--- config.mk ---
export PLATFORM = sky130hd
export DESIGN_NAME = nrs_gold_seq_gen_flat
export DESIGN_NICKNAME = d
export VERILOG_FILES = /design/src/rtl/nrs_gold_seq_gen_if.sv /design/src/rtl/nrs_gold_seq_gen.sv /design/src/flat_wrapper.sv
export SDC_FILE = /design/constraint.sdc
export NUM_CORES = 1
export LEC_CHECK = 0
export CORE_MARGIN = 5
export CORE_UTILIZATION = 50
export DETAILED_ROUTE_END_ITERATION = 12
export GPL_TIMING_DRIVEN = 1
export PLACE_DENSITY = 0.76
export SYNTH_ARGS = -nofsm -noshare
export SYNTH_HDL_FRONTEND = slang
export SYNTH_SLANG_ARGS = --single-unit
--- constraint.sdc ---
create_clock -name clk -period 2.67 [get_ports clk]
set_clock_uncertainty 0.1 [all_clocks]
set_input_delay 0.534 -clock clk [delete_from_list [all_inputs] [get_ports clk]]
set_output_delay 0.534 -clock clk [all_outputs]
set_load 0.005 [all_outputs]
--- src/rtl/nrs_gold_seq_gen_if.sv ---
// nrs_gold_seq_gen_if: control, c_init/pair-count load and bit-pair stream handshake of the NRS Gold generator
interface nrs_gold_seq_gen_if #(
    parameter int LEN_W = 8
);
    logic [30:0]      cinit;
    logic             start;
    logic [LEN_W-1:0] num_pairs;
    logic [1:0]       c_pair;
    logic             c_valid;
    logic             c_ready;
    logic             busy;
    logic             done;

    modport master (
        output cinit, start, num_pairs, c_ready,
        input  c_pair, c_valid, busy, done
    );

    modport slave (
        input  cinit, start, num_pairs, c_ready,
        output c_pair, c_valid, busy, done
    );
endinterface

--- src/rtl/nrs_gold_seq_gen.sv ---
// nrs_gold_seq_gen: length-31 Gold sequence generator (NB-IoT NRS), two LFSR steps per clock; NRS_GOLD_RESTART_EN lets start abort a running sequence
module nrs_gold_seq_gen #(
    parameter int NC    = 1600,
    parameter int LEN_W = 8
) (
    input logic               clk,
    input logic               rst,
    nrs_gold_seq_gen_if.slave bus
);
    localparam int CW = (NC / 2 > 1) ? $clog2(NC / 2) : 1;
    localparam logic [1:0] S_IDLE = 2'd0;
    localparam logic [1:0] S_WARM = 2'd1;
    localparam logic [1:0] S_OUT  = 2'd2;

    logic [1:0]       state_q, state_d;
    logic [30:0]      x1_q, x1_d, x2_q, x2_d;
    logic [30:0]      x1_adv, x2_adv;
    logic [CW-1:0]    warm_q, warm_d;
    logic [LEN_W-1:0] rem_q, rem_d;
    logic             done_q, done_d;
    logic             load;

`ifdef NRS_GOLD_RESTART_EN
    assign load = bus.start;
`else
    assign load = bus.start && state_q == S_IDLE;
`endif

    // two recurrence steps at once; bit 0 holds the oldest element, new elements enter at the top
    always_comb begin
        x1_adv = {x1_q[4] ^ x1_q[1], x1_q[3] ^ x1_q[0], x1_q[30:2]};
        x2_adv = {^x2_q[4:1], ^x2_q[3:0], x2_q[30:2]};
    end

    // next-state: warm-up advances every cycle, output advances only on handshake; a load overrides everything
    always_comb begin
        state_d = state_q;
        x1_d    = x1_q;
        x2_d    = x2_q;
        warm_d  = warm_q;
        rem_d   = rem_q;
        done_d  = 1'b0;
        case (state_q)
            S_IDLE: ;
            S_WARM: begin
                x1_d   = x1_adv;
                x2_d   = x2_adv;
                warm_d = (warm_q == '0) ? warm_q : warm_q - 1'b1;
                if (warm_q == '0) begin
                    state_d = (rem_q == '0) ? S_IDLE : S_OUT;
                    done_d  = (rem_q == '0);
                end
            end
            S_OUT: begin
                if (bus.c_ready) begin
                    x1_d  = x1_adv;
                    x2_d  = x2_adv;
                    rem_d = rem_q - 1'b1;
                    if (rem_q == LEN_W'(1)) begin
                        state_d = S_IDLE;
                        done_d  = 1'b1;
                    end
                end
            end
            default: state_d = S_IDLE;
        endcase
        if (load) begin
            state_d = S_WARM;
            x1_d    = 31'h0000_0001;
            x2_d    = bus.cinit;
            rem_d   = bus.num_pairs;
            warm_d  = CW'(NC / 2 - 1);
            done_d  = 1'b0;
        end
    end

    // state registers; reset discards any partial sequence without a done pulse
    always_ff @(posedge clk or posedge rst) begin
        if (rst) begin
            state_q <= S_IDLE;
            x1_q    <= '0;
            x2_q    <= '0;
            warm_q  <= '0;
            rem_q   <= '0;
            done_q  <= 1'b0;
        end else begin
            state_q <= state_d;
            x1_q    <= x1_d;
            x2_q    <= x2_d;
            warm_q  <= warm_d;
            rem_q   <= rem_d;
            done_q  <= done_d;
        end
    end

    assign bus.c_valid = (state_q == S_OUT);
    assign bus.busy    = (state_q != S_IDLE);
    assign bus.done    = done_q;
    assign bus.c_pair  = (state_q == S_OUT) ? {x1_q[1] ^ x2_q[1], x1_q[0] ^ x2_q[0]} : 2'b00;
endmodule
--- src/flat_wrapper.sv ---
// flat-port wrapper written by rule: the top's interface ports become plain ports
module nrs_gold_seq_gen_flat 
#(
    parameter int NC    = 1600,
    parameter int LEN_W = 8
)
  (clk, rst, bus_cinit, bus_start, bus_num_pairs, bus_c_ready, bus_c_pair, bus_c_valid, bus_busy, bus_done);
  nrs_gold_seq_gen_if #(.LEN_W(LEN_W)) bus_i ();
  input logic clk;
  input logic rst;
  input wire logic [$bits(bus_i.cinit)-1:0] bus_cinit;
  input wire logic [$bits(bus_i.start)-1:0] bus_start;
  input wire logic [$bits(bus_i.num_pairs)-1:0] bus_num_pairs;
  input wire logic [$bits(bus_i.c_ready)-1:0] bus_c_ready;
  output wire logic [$bits(bus_i.c_pair)-1:0] bus_c_pair;
  output wire logic [$bits(bus_i.c_valid)-1:0] bus_c_valid;
  output wire logic [$bits(bus_i.busy)-1:0] bus_busy;
  output wire logic [$bits(bus_i.done)-1:0] bus_done;
  assign bus_i.cinit = bus_cinit;
  assign bus_i.start = bus_start;
  assign bus_i.num_pairs = bus_num_pairs;
  assign bus_i.c_ready = bus_c_ready;
  assign bus_c_pair = bus_i.c_pair;
  assign bus_c_valid = bus_i.c_valid;
  assign bus_busy = bus_i.busy;
  assign bus_done = bus_i.done;
  nrs_gold_seq_gen #(.NC(NC), .LEN_W(LEN_W)) u_core (.clk(clk), .rst(rst), .bus(bus_i));
endmodule
==> summary.md, run 1 <==
| Metric | Value |
|---|---|
| Dpl cells | around 570 |
| Fin cells | 589 |
| Max clock buf depth | 2 |
| Initial Util | 0.5095 |
| Total Routed Length | 7.923 mm |
| CTS Root Buffer Type | clkbuf_8 |
| Seq pwr share | 0.418 |
| Vias per cell | between 5 and 6 |
| Unique masters post-synth | 41 |
| DRC marker count from the first detailed-route iteration | 182 |
| Clock transition at the registers of the reported paths | 0.08 ns |
| Vias | 3086 |
| Worst-Skew Late Latency | 0.34 ns |
| Detail Placement HPWL | 5.327 mm |
| Critical Path Sink Type | output pin |
| Post-CTS Setup Inserts | 0 |
| Reg2reg start | u_core.state_q[1] |
| Routability cong. | 0.7893 |
| First-pass GRT wire length | around 14 mm |
| Commonest cells post-synth | nand2_1 (134), dfrtp_1 (83), nor2_1 (36) |
| RSZ-0062 raised after global routing | false |
| I/O pins | 48 |
| Post-synth net total | 488 |
| Syn Inst Count | 438 |
| Synth area leaders | dfrtp_1 (53%), nand2_1 (13%), a31oi_1 (5.0%) |
| Worst Hold Class | reg2reg |
| Critical Path RT | 2.04 ns |
| Register area share after synthesis | 0.5331 |
| Max Cap Viol | 0 |
| Die extent in y | 98.28 microns |
| Remaining global-route overflow | 0 |
| Final hold vios | 0 |
| R2r worst-path depth | 6 |
| Arr. time, crit path | ~1.8 ns |
| Final worst-path cycle share | 0.9199 |
| Status | finished clean |
| CP max FO | 9 |
| Internal | between 2000 and 3000 uW |
| Most instantiated library cell after synthesis | nand2_1 |
| LEAKAGE | between 0.0015 and 0.002 uW |
| Post-synth top area cell | dfrtp_1 |
| Max-slew violation count | 0 |
| Core area | 7647 sq um |
| Setup TNS | 0 ns |
| Combinational share of power | 0.407 |
| Worst Setup Start Kind | flip-flop |
| Min Tclk post-route | 2.456 ns |
| Top-area cell type share of the netlist area | 0.5331 |
| Fraction of layout instances using a drive strength above 1 | 0.07392 |
| Initial antenna violation count | 0 |
| PortBufs | 47 |
| Hold buffers post-CTS | 0 |
| Max VDD drop | 0.4363 mV |
| P&R area growth vs syn | 20.52% |
| Fmax | 407.1 MHz |
| Clock Power Share | 0.175 |
| Critical setup path kind | reg2out |
| CTS Buf Count | 9 |
| DR WL/cell | 13.45 microns |
| Resize count post-CTS | 0 |
| Hold_ws | approximately 0.40 ns |
| Filler cells | 650 |
| Largest net degree at the start of global routing | 59 |
| # diodes | 0 |
| Ys flop type | dfrtp_1 |
| Worst Min Path Start | u_core.x1_q[2] |
| EDFF count, synth | 0 |
| Final setup violation count | 0 |
| CTS tree | yes |
| Reg2reg end | u_core.warm_q[7] |
| FP Rows | 32 |
| Max-slew headroom | 0.2935 |
| Ys async rst share | 1.000 |
| H-Tree Depth | 3 |
| Switching share of power | 0.3880 |
| Seq cells post-synth | a little over 80 |
| Total GRT Usage | 0.1756 |
| Vias in the first global route | slightly above 3000 |
| Reg2Reg Setup Slack | 0.27 ns |
| DIE AREA | 9658 sq um |
| Hold depth | 2 |
| Drt first pass iters | 4 |
| Residual DRC | 0 |
| Final ANT Viol Nets | 0 |
| Yosys warning total | 0 |
| Worst hold endpoint | u_core.x1_q[0] |
| PD cells | 998.4 nW/um^2 |
| Sink Count | 83 |
| P_sw | 1819 uW |
| Mapped Area | 3896 sq um |
| Tightest Pin Transition | 1.056 ns |
| Mean area per synthesized cell | 8.896 sq um |
| Die Width | 98.28 microns |
| Fin nets | between 500 and 600 |
sequential cells by signal (all words and copies together), names as in the netlist:
register and count:
u_core.x1_q 31, u_core.x2_q 31, u_core.warm_q 10, u_core.rem_q 8, u_core.state_q 2, u_core.bus.done 1
cell usage in the layout, fill, tap and decap left out, drive strengths merged, types with 7 or more instances in the layout:
cell type / Yosys / final
a21oi: 35 / 35
a31oi: 31 / 31
buf: 1 / 13
clkbuf: 24 / 12
clkdlybuf4s50: 0 / 47
dfrtp: 83 / 83
ha: 7 / 7
inv: 9 / 9
nand2: 134 / 134
nor2: 36 / 36
o21ai: 12 / 12
xnor2: 11 / 11
worst max-delay path, cell delays in order (launching register included):
cell             delay (ns)
dfrtp_1                0.39
inv_1                  0.10
ha_2                   0.31
and2_1                 0.18
clkdlybuf4s50_1        0.50
metrics by stage:
| step | power (uW) | utilization | instance area (sq um) | setup slack [ns] |
|---|---|---|---|---|
| after floorplan | 3309 | - | 3900 | 0.4493 |
| after global placement | 3820 | 0.5903 | 4514 | 0.3354 |
| after detailed placement | 3891 | 0.5903 | 4514 | 0.2740 |
| after CTS | 4729 | 0.6137 | 4693 | 0.07208 |
| after global routing | 5081 | 0.6140 | 4696 | 0.09622 |
| final | 4688 | 0.6140 | 4696 | 0.2138 |
logic make-up (layout without fill, tap and decap cells):
family | count (synthesis) | count (layout) | share of synthesized area
AND/OR/NAND/NOR | 201 | 201 | 0.2184
AO/OA/AOI/OAI | 91 | 91 | 0.1368
flip-flops | 83 | 83 | 0.5331
buffers and inverters | 36 | 85 | 0.03982
XOR/XNOR | 17 | 17 | 0.04175
adder cells (fa/ha/maj) | 7 | 7 | 0.02248
multiplexers | 3 | 3 | 0.007707
layer usage:
| layer | global-route usage | part of all wire | up-vias |
|---|---|---|---|
| li1 | - | - | 1558 |
| met1 | 0.2423 | 0.47 | 1469 |
| met2 | 0.2754 | 0.48 | 52 |
| met3 | 0.03071 | 0.028 | 7 |
| met4 | 0.07353 | 0.014 | 0 |
| met5 | 0 | 0 | - |
power groups by stage:
stage / logic, uW / registers [uW] / clock network [uW]
floorplan: 1410 / 1900 / 0
global placement: 1860 / 1960 / 0
detailed placement: 1920 / 1970 / 0
CTS: 1930 / 1960 / 841
global route: 2170 / 2010 / 896
finish: 1910 / 1960 / 822
worst max-delay path by stage:
stage | start | endpoint | cells after the start
global route | u_core.state_q[1] | u_core.x1_q[15] | 7
global placement | bus_c_ready | u_core.x2_q[1] | 6
floorplan | u_core.state_q[1] | u_core.warm_q[7] | 6
CTS | u_core.state_q[0] | bus_c_pair[1] | 4
finish | u_core.state_q[0] | bus_c_pair[0] | 4
detailed placement | u_core.state_q[1] | u_core.warm_q[7] | 6
area by class of cell:
class	instances	area [sq um]	area share
tap	102	127.6	0.02718
sequential	83	2077	0.4423
inverter	9	37.54	0.007994
clock inverter	4	23.77	0.005063
clock buffer	12	155.1	0.03304
multi-input combinational	319	1682	0.3581
timing repair buffer	60	593.1	0.1263
Power figures use the tool's default switching activity.
==> run 2: changes to the inputs <==
--- a/config.mk
+++ b/config.mk
@@ -5,7 +5,7 @@
 export SDC_FILE = /design/constraint.sdc
 export NUM_CORES = 1
 export LEC_CHECK = 0
-export CORE_MARGIN = 5
+export CORE_MARGIN = 1.5
 export CORE_UTILIZATION = 50
 export DETAILED_ROUTE_END_ITERATION = 12
 export GPL_TIMING_DRIVEN = 1
==> summary.md, run 2 (synthesized netlist as in run 1, its figures left out) <==
| Metric | Value |
|---|---|
| PortBufs | 47 (unchanged) |
| Detail Placement HPWL | 4.998 mm (-6.2%) |
| Total GRT Usage | 0.2124 (+0.03675) |
| Die extent in y | 91.28 microns (-7.1%) |
| CP peak stage delay | 0.50 ns (about the same) |
| H-Tree Depth | 3 (unchanged) |
| Final worst-path cycle share | 0.9382 (+0.01826) |
| Vias | 3150 (+2.1%) |
| Status | finished clean |
| Clock transition at the registers of the reported paths | 0.09 ns (about the same) |
| Critical Path Sink Type | output pin |
| CTS Root Buffer Type | clkbuf_8 |
| Largest regs | u_core.x1_q: 31 flops, u_core.x2_q: 31 flops, u_core.warm_q: 10 flops |
| Drt first pass iters | 4 (unchanged) |
| I/O pins | 48 (unchanged) |
| Initial antenna violation count | 0 (unchanged) |
| LEAKAGE | 0.001982 uW (+0.47%) |
| Worst Path Buf+Inv | 2 (unchanged) |
| Fmax | 399.2 MHz (-1.9%) |
| Max-slew headroom | 0.5828 (+0.2893) |
| Critical Path RT | 2.04 ns (about the same) |
| Die Width | 91.28 microns (-7.1%) |
| Grt met1 use | 0.2861 (+0.04377) |
| R2r worst-path depth | 6 (unchanged) |
| Most frequent cells in the layout | nand2_1 (133), dfrtp_1 (83), clkdlybuf4s50_1 (47) |
| Fin nets | 528 (-0.75%) |
| Reg2Reg Setup Slack | 0.26 ns (about the same) |
| Largest net degree at the start of global routing | 84 (+42%) |
| CTS tree | yes |
| DRC marker count from the first detailed-route iteration | 297 (+63%) |
| Worst Min Path Start | u_core.x1_q[16] |
| PD cells | 1043 nW/um^2 (+4.4%) |
| Hold depth | 2 (unchanged) |
| Crit-path cells | inv_1, ha_2, and2_1, clkdlybuf4s50_1 |
| CTS Buf Count | 9 (unchanged) |
| # diodes | 0 (unchanged) |
| Core area | 7647 sq um (unchanged) |
| Worst Setup Start Kind | flip-flop |
| Max Cap Viol | 0 (unchanged) |
| First-pass GRT wire length | 14.20 mm (+1.8%) |
| Max VDD drop | 0.4514 mV (+3.5%) |
| Crit-path slowest cell | clkdlybuf4s50_1 |
| Max clock buf depth | 2 (unchanged) |
| Vias per cell | 5.385 (+2.8%) |
| Vias in the first global route | 3128 (+1.3%) |
| Worst hold endpoint | u_core.x1_q[14] |
| Critical setup path kind | reg2out |
| Worst Hold Class | reg2reg |
| Met2 Use GR | 0.3321 (+0.05670) |
| Sink Count | 83 (unchanged) |
| Reg2reg end | u_core.warm_q[7] |
| Remaining global-route overflow | 0 (unchanged) |
| Initial Util | 0.5095 (unchanged) |
| Reg2reg start | u_core.state_q[1] |
| Hold_ws | 0.4176 ns (+0.01997 ns) |
| Hold buffers post-CTS | 0 (unchanged) |
| Fraction of layout instances using a drive strength above 1 | 0.06832 (-0.005599) |
| P&R area growth vs syn | 21.64% |
| Tightest Pin Transition | 0.6201 ns (-0.4356 ns) |
| Residual DRC | 0 (unchanged) |
| Final setup violation count | 0 (unchanged) |
| DIE AREA | 8331 sq um (-14%) |
| Total Routed Length | 7.948 mm (+0.32%) |
| Min Tclk post-route | 2.505 ns (+0.04875 ns) |
| GRT Max-Usage Layer | met2 |
| Routability cong. | 0.8095 (+2.6%) |
| Arr. time, crit path | 1.87 ns (+0.05 ns) |
| CP max FO | 9 (unchanged) |
| Filler cells | 639 (-1.7%) |
| Max-slew violation count | 0 (unchanged) |
| DR WL/cell | 13.59 microns (+1.0%) |
| Post-CTS Setup Inserts | 0 (unchanged) |
| Worst-Skew Late Latency | 0.36 ns (+0.02 ns) |
| Top cell family by delay on the critical path | buffers and inverters |
| FP Rows | 32 (unchanged) |
| Final hold vios | 0 (unchanged) |
| Most common cell after layout, fill and taps aside | nand2_1 |
| Final ANT Viol Nets | 0 (unchanged) |
| RSZ-0062 raised after global routing | false |
| Met3 Usage GRT | 0.05276 (+0.02205) |
| Resize count post-CTS | 0 (unchanged) |
| Setup TNS | 0 ns (unchanged) |
run 2: layer usage:
layer | vias up | routed length, microns
li1 | 1555 | -
met2 | 53 | 3711
met5 | - | 0
met3 | 16 | 296
met1 | 1526 | 3783
met4 | 0 | 156
run 2: how the worst max path moves through the flow:
stage | start | endpoint | slack (ns) | depth (start not counted)
6_report | u_core.state_q[0] | bus_c_pair[1] | 0.17 | 4
5_1_grt | u_core.state_q[0] | bus_c_pair[1] | 0.09 | 4
4_1_cts | u_core.state_q[0] | bus_c_pair[1] | 0.05 | 4
3_5_place_dp | bus_c_ready | u_core.x2_q[7] | 0.31 | 6
3_3_place_gp | u_core.state_q[1] | u_core.warm_q[7] | 0.38 | 6
2_1_floorplan | u_core.state_q[1] | u_core.warm_q[7] | 0.45 | 6
run 2: tightest hold or removal path, cell delays in order (launching register included):
cell     delay, ns
dfrtp_1       0.38
nand2_1       0.06
a21oi_1       0.05
run 2: metrics by stage:
stage	power, uW	cells	area (sq um)	setup slack, ns	utilization
floorplan	3309	438	3900	0.4493	-
global placement	3800	569	4497	0.3766	0.5880
detailed placement	3877	569	4497	0.3090	0.5880
CTS	4980	585	4737	0.04768	0.6194
global route	5346	585	4740	0.09296	0.6198
finish	4942	585	4740	0.1651	0.6198
run 2: final cells by class:
| type | instances | area [sq um] | area share |
|---|---|---|---|
| Timing Repair Buffer | 56 | 575.6 | 0.1214 |
| Sequential cell | 83 | 2077 | 0.4382 |
| Multi-Input combinational cell | 319 | 1682 | 0.3548 |
| Inverter | 9 | 37.54 | 0.007920 |
| Tap cell | 102 | 127.6 | 0.02693 |
| Clock buffer | 9 | 123.9 | 0.02614 |
| Clock inverter | 7 | 116.4 | 0.02455 |
run 2: report_power, final:
part / switching, uW / total, uW / internal [uW]
logic: 1100 / 1890 / 797
registers: 295 / 1960 / 1670
clock network: 465 / 1080 / 619
total: 1860 / 4940 / 3090
